===== config.mk =====
export PLATFORM = sky130hd
export DESIGN_NAME = sync_fifo
export DESIGN_NICKNAME = d
export VERILOG_FILES = /design/src/rtl/fifo_pkg.sv /design/src/rtl/sync_fifo_mem.sv /design/src/rtl/sync_fifo.sv
export SDC_FILE = /design/constraint.sdc
export NUM_CORES = 1
export LEC_CHECK = 0
export ABC_AREA = 0
export ABC_CLOCK_PERIOD_IN_PS = 4100
export CORE_MARGIN = 1.5
export CORE_UTILIZATION = 40
export CTS_CLUSTER_DIAMETER = 150
export DETAILED_ROUTE_END_ITERATION = 6
export GPL_ROUTABILITY_DRIVEN = 0
export HOLD_SLACK_MARGIN = 0.03
export PLACE_DENSITY = 0.6
export SLEW_MARGIN = 40
export SYNTH_ARGS = -nofsm -noshare
export SYNTH_HDL_FRONTEND = slang
export SYNTH_SLANG_ARGS = --single-unit

===== constraint.sdc =====
create_clock -name clk -period 4.1 [get_ports clk]
set_input_delay 0.41 -clock clk [delete_from_list [all_inputs] [get_ports clk]]
set_output_delay 0.41 -clock clk [all_outputs]
set_load 0.01 [all_outputs]

===== src/rtl/fifo_pkg.sv =====
// ============================================================================
// Module      : fifo_pkg
// Description : Shared constants and helper function for the sync_fifo family.
// Revision    : 1.0 - initial release
// ============================================================================
`default_nettype none

package fifo_pkg;

    localparam int c_DEFAULT_WIDTH = 8;
    localparam int c_DEFAULT_DEPTH = 4;

    // Ceiling log2, usable in parameter and port-width expressions.
    function automatic int clog2(input int value);
        int result;
        int remain;
        result = 0;
        remain = value - 1;
        while (remain > 0) begin
            result = result + 1;
            remain = remain >> 1;
        end
        return result;
    endfunction

endpackage : fifo_pkg

`default_nettype wire


===== src/rtl/sync_fifo_mem.sv =====
// ============================================================================
// Module      : sync_fifo_mem
// Description : DEPTH x WIDTH storage, one write port, one registered read port.
// Revision    : 1.0 - initial release
// ============================================================================
`default_nettype none

module sync_fifo_mem
    import fifo_pkg::*;
#(
    parameter int WIDTH  = c_DEFAULT_WIDTH,
    parameter int DEPTH  = c_DEFAULT_DEPTH,
    parameter int ADDR_W = clog2(DEPTH)
) (
    input  logic              clk,
    input  logic              rst,
    input  logic              i_wr_en,
    input  logic [ADDR_W-1:0] i_wr_addr,
    input  logic [WIDTH-1:0]  i_wr_data,
    input  logic              i_rd_en,
    input  logic [ADDR_W-1:0] i_rd_addr,
    output logic [WIDTH-1:0]  o_rd_data
);

    logic [WIDTH-1:0] r_mem [DEPTH];
    logic [WIDTH-1:0] r_rd_data;

    // Storage is deliberately left unreset; the control logic never exposes stale entries.
    always_ff @(posedge clk) begin
        if (i_wr_en) begin
            r_mem[i_wr_addr] <= i_wr_data;
        end
    end

    // Read-before-write: a read and write to the same address return the old word.
    always_ff @(posedge clk) begin
        if (rst) begin
            r_rd_data <= '0;
        end else if (i_rd_en) begin
            r_rd_data <= r_mem[i_rd_addr];
        end
    end

    assign o_rd_data = r_rd_data;

endmodule : sync_fifo_mem

`default_nettype wire


===== src/rtl/sync_fifo.sv =====
// ============================================================================
// Module      : sync_fifo
// Description : Single-clock FIFO with count, status flags and error pulses.
// Revision    : 1.0 - initial release
// ============================================================================
`default_nettype none

module sync_fifo
    import fifo_pkg::*;
#(
    parameter int WIDTH     = c_DEFAULT_WIDTH,
    parameter int DEPTH     = c_DEFAULT_DEPTH,
    parameter int AFULL_LVL = DEPTH - 1
) (
    input  logic                       clk,
    input  logic                       rst,
    input  logic                       wr_e,
    input  logic [WIDTH-1:0]           wr_data,
    input  logic                       rd_e,
    output logic [WIDTH-1:0]           rd_data,
    output logic                       rd_valid,
    output logic                       full,
    output logic                       empty,
    output logic                       almost_full,
    output logic [clog2(DEPTH+1)-1:0]  count,
    output logic                       overflow,
    output logic                       underflow
);

    localparam int PTR_W = clog2(DEPTH);
    localparam int CNT_W = clog2(DEPTH + 1);

    localparam logic [CNT_W-1:0] c_FULL_CNT  = CNT_W'(DEPTH);
    localparam logic [CNT_W-1:0] c_AFULL_CNT = CNT_W'(AFULL_LVL);

    logic [PTR_W-1:0] r_wr_ptr;
    logic [PTR_W-1:0] r_rd_ptr;
    logic [CNT_W-1:0] r_count;
    logic             r_rd_valid;
    logic             r_overflow;
    logic             r_underflow;

    logic w_full;
    logic w_empty;
    logic w_wr_ok;
    logic w_rd_ok;

    // Flags decode only the registered count, so request inputs never reach them.
    assign w_full  = (r_count == c_FULL_CNT);
    assign w_empty = (r_count == '0);

    // A full FIFO still takes a write when a read frees a slot on the same edge.
    assign w_rd_ok = rd_e & ~w_empty;
    assign w_wr_ok = wr_e & (~w_full | w_rd_ok);

    always_ff @(posedge clk) begin
        if (rst) begin
            r_wr_ptr    <= '0;
            r_rd_ptr    <= '0;
            r_count     <= '0;
            r_rd_valid  <= 1'b0;
            r_overflow  <= 1'b0;
            r_underflow <= 1'b0;
        end else begin
            if (w_wr_ok) begin
                r_wr_ptr <= r_wr_ptr + 1'b1;
            end
            if (w_rd_ok) begin
                r_rd_ptr <= r_rd_ptr + 1'b1;
            end
            case ({w_wr_ok, w_rd_ok})
                2'b10:   r_count <= r_count + 1'b1;
                2'b01:   r_count <= r_count - 1'b1;
                default: r_count <= r_count;
            endcase
            r_rd_valid  <= w_rd_ok;
            r_overflow  <= wr_e & ~w_wr_ok;
            r_underflow <= rd_e & ~w_rd_ok;
        end
    end

    sync_fifo_mem #(
        .WIDTH  (WIDTH),
        .DEPTH  (DEPTH),
        .ADDR_W (PTR_W)
    ) u_mem (
        .clk       (clk),
        .rst       (rst),
        .i_wr_en   (w_wr_ok & ~rst),
        .i_wr_addr (r_wr_ptr),
        .i_wr_data (wr_data),
        .i_rd_en   (w_rd_ok & ~rst),
        .i_rd_addr (r_rd_ptr),
        .o_rd_data (rd_data)
    );

    assign rd_valid    = r_rd_valid;
    assign full        = w_full;
    assign empty       = w_empty;
    assign almost_full = (r_count >= c_AFULL_CNT);
    assign count       = r_count;
    assign overflow    = r_overflow;
    assign underflow   = r_underflow;

endmodule : sync_fifo

`default_nettype wire


==> results.md <==
* Crit path DAT at 2.79 ns
* Post-Layout Cell Count at between 200 and 250
* RSZ-0062 raised after global routing: no
* DPL Wire Length at 2251 um
* Drt via density at 4.718
* Fillers at 413
* Reg-to-Reg End: count[2]$_SDFFE_PP0P_
* Clock Tree Root: clkbuf_8
* CTS Buf Count at 5
* Post_cts resized at 0
* Post-Syn Area at 1952 um2
* Crit-path leading delay family: simple AND/OR/NAND/NOR gates
* DRC viols at 0
* Fin util at about half
* Post-route ant nets at 0
* Reg2reg start: count[0]$_SDFFE_PP0P_
* CP endpoint kind: flip-flop
* CTS max path bufs at 2
* Die width at 72.86 um
* Worst-Skew Late Latency at 0.30 ns
* LEAKAGE at 0.8061 nW
* Commonest non-fill, non-tap cells in the layout: 32 x edfxtp_1, 28 x clkdlybuf4s50_1, 18 x dfxtp_1, 17 x nand2_1, 11 x a21oi_1
* IO buf count at 28
* WP data required at about 4.3 ns
* WS Path Type: in2reg
* Post-Place Cells at 226
* Hold Violations, Final at 0
* Ys Warns at 0
* Power per cell area at 538.0 nW/um2
* Multi-input logic area at 578.1 um2
* CP Buf/Inv Count at 2
* Layout area overhead at 22.12%
* Clock sink count at 50
* Commonest non-fill, non-tap cell in the layout: edfxtp_1
* Vias at around 1100
* Share of cells above drive strength 1 at 11.38%
* Final-stage net count at 184
* Worst-path fanout max at 7
* Seq/Total Area, Yosys at 67.69%
* CP startpoint: rd_e
* Mapped Cells at 136
* Worst Tran Pin Value at 0.6483 ns
* Vias in the first global route at 1130
* Yosys reg bits at 50
* Crit path launch type: input port
* Final WL at about 3400 um
* Worst-path clk slew at 0.08 ns
* Final Max Slew Viols at 0
* Max Cap Viol at 0
* Flop2flop setup slack at 1.63 ns
* Pre-CTS setup slack at 1.215 ns
* Final setup violation count at 0
* Slew HR at 56.65%
* End point of the critical path: count[2]$_SDFFE_PP0P_
* Avg WL per Cell at around 14 um
* Final worst-path setup slack at 1.528 ns
* Ports at 29
* ANT cells at 0
* Die Span Y at 72.86 um
* Worst-path cell chain: clkdlybuf4s50_1 -> or4b_1 -> nand2_1 -> ha_1 -> inv_1 -> fa_1 -> xor2_1 -> or3_1 -> a21oi_1
* Die ar. at 5308 um2
* Worst path max stage delay at 0.60 ns
* Initial Utilization at about two fifths
* Minimum clock period at 2.572 ns
* Core Region at 4723 um2
* Clock H-tree levels at 2
* Mean post-synth cell area at 14.35 um2
* Total global-route track usage at 14.86%
* Initial antenna violation count at 0
* Worst path slowest cell: or4b_1
* Largest net degree at the start of global routing at 19
* Synth cell types at 28
* Postcts setup bufs at 0
* Drt first-iter violations at 43
* Register area at 1321 um2
* Outcome: complete, no violations
* Syn nets at 154
* First-pass GRT wire length at ~5700 um
* CTS tree: done
* Total gr overflow at 0
* Worst Hold Class: reg2reg
* Post-CTS Hold Buffers at 0
* Worst-case clock skew at 0.006197 ns
* Max Clock Freq at 0.3888 GHz
* Setup tns final at 0 ns
* TritonRoute pass-1 iters at 4
* R2R depth at 8
* Period utilization at 62.73%
* # rows at 25
* Worst path depth at 9
* Max IR drop VDD at between 0.2 and 0.25 mV
[layout make-up]
type | instances | share of cell area, %
Clock buffer | 6 | 3.045
Clock inverter | 2 | 0.5774
Inverter | 7 | 1.102
Multi-Input combinational cell | 73 | 24.25
Sequential cell | 50 | 55.43
Tap cell | 67 | 3.517
Timing Repair Buffer | 29 | 12.07
[stage by stage]
stage / hold WS [ns] / total power [W] / instance area [um2]
6_report: 0.4577 / 0.001282 / 2384
5_1_grt: 0.4822 / 0.001369 / 2384
4_1_cts: 0.4630 / 0.001300 / 2384
3_5_place_dp: 0.4506 / 0.001018 / 2297
3_3_place_gp: 0.4457 / 0.001005 / 2297
2_1_floorplan: 0.4805 / 0.0008600 / 1952
[flip-flops by register name, summed over array words and instances, names as in the netlist]
name             cells
overflow             1
r_rd_ptr             2
u_mem.o_rd_data      8
count                3
u_mem.r_mem         32
rd_valid             1
r_wr_ptr             2
underflow            1
[cells by family (layout without fill, tap and decap cells)]
| logic type | Yosys count | in the layout | synth area share (%) |
|---|---|---|---|
| AOI/OAI and AO/OA | 19 | 19 | 5.769 |
| xor gates and xnor gates | 3 | 3 | 1.346 |
| adders and majority gates | 6 | 6 | 4.231 |
| buffers and inverters | 13 | 44 | 2.692 |
| DFF | 50 | 50 | 67.69 |
| muxes | 8 | 8 | 9.231 |
| and+or+nand+nor | 37 | 37 | 9.039 |
[cells in the mapped netlist]
cell / number / area (um2)
a21o_1: 3 / 22.52
a21oi_1: 11 / 55.05
a21oi_2: 2 / 17.52
and2_1: 4 / 25.02
and3_1: 1 / 6.260
and3b_1: 1 / 8.760
buf_1: 1 / 3.750
buf_2: 3 / 15.01
clkbuf_1: 2 / 7.510
dfxtp_1: 18 / 360.4
edfxtp_1: 32 / 960.9
fa_1: 1 / 20.02
ha_1: 5 / 62.56
inv_1: 6 / 22.52
inv_2: 1 / 3.750
mux4_2: 8 / 180.2
nand2_1: 17 / 63.81
nand2b_1: 1 / 6.260
nand3_1: 2 / 10.01
nor2_1: 6 / 22.52
nor2b_1: 1 / 6.260
nor3_1: 1 / 5.000
o21ai_0: 2 / 10.01
o31ai_1: 1 / 7.510
or3_1: 2 / 12.51
or4b_1: 1 / 10.01
xnor2_1: 1 / 8.760
xor2_1: 2 / 17.52
[routing by layer]
metal	wire length (um)	global-route usage, %
met1	1539	19.36
met2	1627	23.45
met3	127	4.558
met4	59	5.660
met5	0	0
[worst reg2reg max path: stages, from the launching register on]
cell and delay, ns:
dfxtp_1 0.38, or4b_1 0.67, nand2_1 0.12, ha_1 0.18, inv_1 0.07, fa_1 0.37, xor2_1 0.15, or3_1 0.30
a21oi_1 0.15
[worst min-delay path by stage]
stage,startpoint,endpoint,slack (ns),depth (start not counted)
6_report,u_mem.o_rd_data[7]$_SDFFE_PP0P_,u_mem.o_rd_data[7]$_SDFFE_PP0P_,0.46,2
5_1_grt,u_mem.o_rd_data[2]$_SDFFE_PP0P_,u_mem.o_rd_data[2]$_SDFFE_PP0P_,0.48,2
3_3_place_gp,u_mem.o_rd_data[0]$_SDFFE_PP0P_,u_mem.o_rd_data[0]$_SDFFE_PP0P_,0.45,2
2_1_floorplan,u_mem.o_rd_data[0]$_SDFFE_PP0P_,u_mem.o_rd_data[0]$_SDFFE_PP0P_,0.48,2
3_5_place_dp,u_mem.o_rd_data[7]$_SDFFE_PP0P_,u_mem.o_rd_data[7]$_SDFFE_PP0P_,0.45,2
4_1_cts,u_mem.o_rd_data[7]$_SDFFE_PP0P_,u_mem.o_rd_data[7]$_SDFFE_PP0P_,0.46,2
[power breakdown]
| part | switching (W) | internal [W] |
|---|---|---|
| Combinational | 0.000156 | 0.000197 |
| Sequential | 0.0000588 | 0.000589 |
| Clock | 0.000161 | 0.000121 |
Note: power is estimated with default switching activity, not from simulation.
